[src/rtl/fifo_wr_arbiter.sv]
// fifo_wr_arbiter: round-robin arbiter sharing one FIFO write port among
// NUM_REQ producers. Multi-beat packets lock the grant so that a packet
// lands in the FIFO contiguously. The datapath is combinational with zero
// latency. Only the arbitration state is registered.
module fifo_wr_arbiter #(
  parameter int NUM_REQ    = 4,
  parameter int DATA_WIDTH = 32,
  parameter int ID_WIDTH   = 2
) (
  input  logic                          clk,
  input  logic                          rst_n,
  input  logic [NUM_REQ-1:0]            req_valid,
  input  logic [NUM_REQ-1:0]            req_last,
  input  logic [NUM_REQ*DATA_WIDTH-1:0] req_data,
  output logic [NUM_REQ-1:0]            req_ready,
  input  logic                          fifo_full,
  output logic                          fifo_wr,
  output logic [DATA_WIDTH-1:0]         fifo_din,
  output logic [ID_WIDTH-1:0]           grant_id,
  output logic                          grant_vld,
  output logic                          locked
);

  typedef enum logic {IDLE, LOCKED} state_t;

  state_t              state_q, state_d;
  logic [ID_WIDTH-1:0] rr_ptr_q, rr_ptr_d;
  logic [ID_WIDTH-1:0] lock_id_q, lock_id_d;

  logic [ID_WIDTH-1:0]   winner;
  logic                  win_vld;
  logic [DATA_WIDTH-1:0] din_sel;
  logic                  win_last;

  // Increment the round-robin pointer. The explicit compare keeps the wrap
  // correct when NUM_REQ is not a power of two.
  function automatic logic [ID_WIDTH-1:0] ptr_inc(input logic [ID_WIDTH-1:0] p);
    return (p == ID_WIDTH'(NUM_REQ-1)) ? '0 : p + 1'b1;
  endfunction

  // Winner selection: the locked owner, or the first valid requester at or
  // after rr_ptr (wrapping).
  always_comb begin
    int                  idx;
    logic [ID_WIDTH-1:0] cand;
    winner  = '0;
    win_vld = 1'b0;
    idx     = 0;
    cand    = '0;
    if (state_q == LOCKED) begin
      winner  = lock_id_q;
      win_vld = req_valid[lock_id_q];
    end else begin
      for (int k = 0; k < NUM_REQ; k++) begin
        idx  = (int'(rr_ptr_q) + k) % NUM_REQ;
        cand = ID_WIDTH'(idx);
        if (!win_vld && req_valid[cand]) begin
          win_vld = 1'b1;
          winner  = cand;
        end
      end
    end
  end

  // Data and last-flag mux for the winning requester.
  always_comb begin
    din_sel  = '0;
    win_last = 1'b0;
    for (int i = 0; i < NUM_REQ; i++) begin
      if (winner == ID_WIDTH'(i)) begin
        din_sel  = req_data[i*DATA_WIDTH +: DATA_WIDTH];
        win_last = req_last[i];
      end
    end
  end

  // Output handshake. Gating with rst_n forces the outputs quiet while
  // reset is asserted, independent of the requester inputs.
  always_comb begin
    grant_vld = rst_n & win_vld;
    fifo_wr   = grant_vld & ~fifo_full;
    fifo_din  = rst_n ? din_sel : '0;
    grant_id  = grant_vld ? winner : '0;
    locked    = (state_q == LOCKED);
    req_ready = '0;
    if (fifo_wr) req_ready[winner] = 1'b1;
  end

  // Next-state logic. State changes only on an accepted beat.
  always_comb begin
    state_d   = state_q;
    rr_ptr_d  = rr_ptr_q;
    lock_id_d = lock_id_q;
    if (fifo_wr) begin
      case (state_q)
        IDLE: begin
          if (win_last) begin
            rr_ptr_d = ptr_inc(winner);
          end else begin
            state_d   = LOCKED;
            lock_id_d = winner;
          end
        end
        LOCKED: begin
          if (win_last) begin
            state_d  = IDLE;
            rr_ptr_d = ptr_inc(lock_id_q);
          end
        end
        default: state_d = IDLE;
      endcase
    end
  end

  // Arbitration state registers. Asserting reset abandons any lock.
  always_ff @(posedge clk or negedge rst_n) begin
    if (!rst_n) begin
      state_q   <= IDLE;
      rr_ptr_q  <= '0;
      lock_id_q <= '0;
    end else begin
      state_q   <= state_d;
      rr_ptr_q  <= rr_ptr_d;
      lock_id_q <= lock_id_d;
    end
  end

endmodule

[config.mk]
export PLATFORM = sky130hd
export DESIGN_NAME = fifo_wr_arbiter
export DESIGN_NICKNAME = d
export VERILOG_FILES = /design/src/rtl/fifo_wr_arbiter.sv
export SDC_FILE = /design/constraint.sdc
export NUM_CORES = 1
export LEC_CHECK = 0
export ABC_AREA = 0
export BUFFER_PORTS_ARGS = -buffer_cell sky130_fd_sc_hd__buf_2
export CAP_MARGIN = 20
export CORE_ASPECT_RATIO = 0.75
export CORE_UTILIZATION = 39
export CTS_BUF_LIST = sky130_fd_sc_hd__clkbuf_16
export DETAILED_ROUTE_END_ITERATION = 8
export PLACE_DENSITY = 0.95
export SLEW_MARGIN = 10
export SYNTH_ARGS = -nofsm -noshare
export SYNTH_HDL_FRONTEND = slang
export SYNTH_SLANG_ARGS = --single-unit
[constraint.sdc]
create_clock -name clk -period 6.8 [get_ports clk]
set_input_delay 0.34 -clock clk [delete_from_list [all_inputs] [get_ports clk]]
set_output_delay 0.34 -clock clk [all_outputs]
set_load 0.005 [all_outputs]
== After elaboration in Yosys (flattened, before gate mapping) ==
Index checks and enable logic that the tools add are counted.

* Word-level logic and storage cells: 78
* Output and inout bits: 41
* Register bits: 5

* Bitwise operators: 5
* Add/sub/neg operators: 5
* Mux-type cells: 42
* Magnitude comparators: 7
* Equal/unequal tests: 6
* Reduce and logical (&&, ||, !) cells: 10

{| class="wikitable"
|+ Operators by type and width
! operator !! count
|-
| two-way mux 32 bit || 5
|-
| two-way mux 2 bit || 10
|-
| two-way mux 1 bit || 19
|-
| less-than comparator 2 x 3 -> 1 bit, second input constant || 6
|-
| binary-select mux 1 bit (select 2 bit) || 5
|-
| adder 2 x 1 -> 2 bit, second input constant || 3
|-
| equality test 2 bit, second input constant || 3
|-
| AND reduction 3 bit || 2
|-
| adder 2 bit, second input constant || 2
|-
| logical AND 1 bit || 4
|-
| two-way mux 4 bit || 1
|-
| case mux 2 bit (2 select lines) || 1
|-
| zero test 1 bit || 3
|-
| inverter 1 bit || 3
|-
| bitwise AND 1 bit || 2
|-
| demux 1 bit (select 2 bit) || 1
|-
| equality test 2 x 1 -> 1 bit, second input constant || 1
|-
| greater-or-equal comparator 2 x 1 -> 1 bit, second input constant || 1
|-
| zero test 2 bit || 1
|-
| inequality test 2 x 1 -> 1 bit, second input constant || 1
|-
| inequality test 2 bit, second input constant || 1
|}

== Logic depth before layout (Yosys ltp) ==
* Depth in word-level cells: 23
* Mapped depth: 13
* Depth with buffers taken out: 9

== Least setup slack after synthesis ==
No wires, ideal clock.

* Path kind: reg-to-output
* Start: register state_q, in the netlist locked
* End: output port fifo_din[11]
* Data arrival time: 2.532 ns
* Path slack: 3.928 ns
* Cell stages (with the launch flop): 13
* Path through: dfrtp_1 -> clkbuf_1 -> or3_1 -> o21bai_1 -> o311a_1 -> inv_1 -> ha_1 -> nor2b_1 -> clkbuf_1 -> buf_2 -> a221oi_1 -> a211o_1 -> a21boi_0

* Word-level cells in the longest chain between the ends: 7
* Elaborated cells between the ends (all ways): 10

{| class="wikitable"
|+ Ends and longest elaborated chain
! element !! line !! RTL
|-
| from (decl) || 26 || <nowiki>state_t state_q, state_d;</nowiki>
|-
| from (signal assigned) || 122 || <nowiki>state_q <= state_d;</nowiki>
|-
| two-way mux 2 bit (*) || 50 || <nowiki>if (state_q == LOCKED) begin</nowiki>
|-
| via winner[1] || 30 || <nowiki>logic [ID_WIDTH-1:0] winner;</nowiki>
|-
| zero test 2 bit || 70 || <nowiki>if (winner == ID_WIDTH'(i)) begin</nowiki>
|-
| two-way mux 32 bit (3 in series) || 70 ||
|-
| two-way mux 32 bit (*) || 70 ||
|-
| two-way mux 32 bit (*) || 82 || <nowiki>fifo_din = rst_n ? din_sel : '0;</nowiki>
|-
| to (decl) || 18 || <nowiki>output logic [DATA_WIDTH-1:0] fifo_din,</nowiki>
|}

The timed path passes the listed nets; every way through them passes the cells marked *.

== Final worst setup path ==
* Start: register state_q, in the netlist locked
* End: output port fifo_din[16]

Same word-level chain as after synthesis.

==> results.toml <==
[outcome]
run_status = "finished, final reports clean"

[floorplanning]
x_dimension_of_the_die_um = 79.4
starting_utilization_of_the_core_area_pct = 41.9
num_rows = 20
fp.dieArea_um2 = 4760
chipHeight_um = 60.0
pin_count = 180
floorplan.core_area_um2 = 4180

[route]
num_vias = 2595
first_pass_iters = 6
drtIter0Drc = 93
avgViaCountPerCell = 5.53
ant_nets = 0
avgRoutedWirePerCell_um = 13.8
drcViolationCount = 0
postRouteWirelength_um = 6460

[cells_and_area]
multi_input_area_um2 = 1380
final_nets = 558
postLayoutCoreUtil_pct = 65.8
drive_gt1_share_pct = 47.7
seqCellArea_um2 = 125
nFillCells = 360
area_growth_pct = 57.2

[logic_synthesis]
dominant_cells_by_area_after_synthesis = "sky130_fd_sc_hd__a221oi_1 17%, sky130_fd_sc_hd__a211o_1 16%, sky130_fd_sc_hd__a21boi_0 9.0%"
post_synth_inst_count = 252
synthDominantCellAreaShare_pct = 16.5
ys_top_cells_by_count = "39 x sky130_fd_sc_hd__inv_1, 33 x sky130_fd_sc_hd__a221oi_1, 32 x sky130_fd_sc_hd__a211o_1, 32 x sky130_fd_sc_hd__nand2_1, 22 x sky130_fd_sc_hd__clkbuf_1"
mappedNetlistNets = 396
synth-main-ff-cell = "sky130_fd_sc_hd__dfrtp_1"
synth-seq-area-share_pct = 7.15
synth_top_area_cell = "sky130_fd_sc_hd__a221oi_1"
library_cells_used_by_synthesis = 33
leading_cell_type_by_number_of_instances_after_synthesis = "sky130_fd_sc_hd__inv_1"
synth_edf_count = 0
synth.cell_area_um2 = 1750
syn-mean-instance-area_um2 = 6.95
yosys_warnings = 0
async_reset_ff_share_pct = 100
register_bit_total_from_synthesis = 5

[pwr]
clockPowerShare_pct = 7.6
comb_power_share_pct = 86.9
static_leakage_nw = 1.54
internal-power_w = 0.000653
totalPowerFinal_w = 0.00125
power_per_cell_area_nw_per_um2 = 455
p_switching_w = 0.000598
worst_vdd_rail_ir_drop_mv = 0.273
swShare_pct = 47.8
share_seq_of_total_power_pct = 5.5

[global_routing]
grt_start_max_net_pins = 68
grt_overflow = 0
grt_first_pass_wirelength_um = 9920
grt_pass1_vias = 2297
grtUsageTotal_pct = 26.3
grt_antenna_before_repair = 1

[sta]
worst_clock_skew_ns = 0.000444
setup-tns-final_ns = 0
period_share_pct = 54.1
relSlewSlack_pct = 53.2
finalSetupViolations = 0
hold_viol = 0
worst_slew_pin_slew_ns = 0.699
grt_setup_unrepaired = "no"
final_max_slew_viols = 0
max_freq_ghz = 0.272
final_period_minus_worst_setup_slack_ns = 3.68
final.hold.worst_slack_ns = 0.136
final.setup.worst_slack_ns = 3.12

[run]
maxCapViolations = 0

[cts]
post_cts.resized_instances = 0
clk_root_buffer_cell = "sky130_fd_sc_hd__clkbuf_16"
cts-buffers-inserted = 3
insertion_delay_ns = 0.23
cts.clk_slew.worst_paths_ns = 0.03
cts.repair_timing.setup_buffer_count = 0
ctsLongestPathBuffers = 2
cts_sinks = 5
h_tree_lvl_count = 1
cts_hold_repair.buffers = 0
cts_tree = "done"

[placed_design]
port_buffers = 179
post-dp-hpwl_um = 4920
post-place-ws_ns = 3.20
gp_routability_congestion = 0.872

[critical_path]
cp_data_arrival_time_ns = 3.34
critPathKind = "flip-flop to primary output"
path_max_fanout = 18
critPathLaunchType = "flip-flop"
critPathCaptureType = "primary output"
reg2reg_depth = 10
required_ns = 6.46

[min_path]
min-delay-path-class = "input port to async pin"
==> routing by layer <==
metal  track usage [%]  wire length, um  vias to the layer above
met1              30.6             2710                     1188
met3              3.97              456                       23
met5                 0                0                        -
li1                  -                -                     1256
met4              11.4              203                        0
met2              48.4             3100                      128
==> cell usage in the layout, fill, tap and decap left out, drive strengths merged <==
cell and n:
or3 2, o21ba 1, mux4 1, nor2b 6
a221oi 33, diode 1, nand2 32, a21boi 32
o311a 1, a41oi 1, o31ai 1, a211o 32
a211oi 2, nor2 7, ha 5, dfrtp 5
and2 4, buf 183, o21bai 2, nand2b 2
mux2i 3, mux2 2, o21ai 2, clkbuf 3
nand3b 1, nor3b 2, or2 2, inv 40
nor4bb 2, o221ai 1, nor4 3
==> power by group through the flow <==
stage / Combinational [W] / Clock, W / Sequential [W]
after CTS: 0.00108 / 0.0000954 / 0.0000689
after global routing: 0.00122 / 0.0000994 / 0.0000722
final: 0.00109 / 0.0000950 / 0.0000685
after detailed placement: 0.00107 / 0 / 0.0000685
after global placement: 0.00102 / 0 / 0.0000673
after floorplan: 0.000783 / 0 / 0.0000573
==> stage by stage <==
step	cell area (um^2)	std cells
after floorplan	1750	252
after global placement	2640	462
after detailed placement	2650	463
after CTS	2730	467
after global routing	2750	469
final	2750	469
==> state kept, by name (all words and copies together) (netlist names) <==
name       cells
lock_id_q      2
locked         1
rr_ptr_q       2
==> worst paths after layout <==
kind,start,to,slack (ns)
setup / recovery,locked,fifo_din[16],3.12
hold / removal,rst_n,locked,0.14
setup reg to reg,locked,rr_ptr_q[0],3.55
hold reg to reg,rr_ptr_q[0],rr_ptr_q[0],0.63
max in group asynchronous,rst_n,rr_ptr_q[0],6.24
min in group clk,fifo_full,rr_ptr_q[1],0.47
==> logic make-up after synthesis <==
kind of cell    count (synthesis)  share of synthesized area [%]
flops                           5                           7.15
mux                             6                           4.72
fa+ha+maj                       5                           3.57
compound gates                108                           52.1
buf+inv                        65                           14.2
simple gates                   63                           18.2
==> area by class of cell <==
type                    instances  area share, %
well taps                      55           2.50
clock inverters                 1          0.136
multi-input cells             182           50.3
inverters                      39           5.32
repair buffers                183           34.4
clock buffers                   3           2.73
diodes                          1         0.0910
flip-flops and latches          5           4.55
==> critical path, cell delays in order, from the launching register on <==
cell and delay [ns]:
sky130_fd_sc_hd__dfrtp_1 0.47, sky130_fd_sc_hd__or3_1 0.41, sky130_fd_sc_hd__o21bai_1 0.18, sky130_fd_sc_hd__o311a_1 0.18
sky130_fd_sc_hd__inv_1 0.13, sky130_fd_sc_hd__ha_1 0.19, sky130_fd_sc_hd__nor2b_2 0.60, sky130_fd_sc_hd__buf_8 0.25
sky130_fd_sc_hd__a221oi_1 0.11, sky130_fd_sc_hd__a211o_1 0.30, sky130_fd_sc_hd__a21boi_0 0.15, sky130_fd_sc_hd__buf_2 0.13
Note: power is estimated with default switching activity, not from simulation.
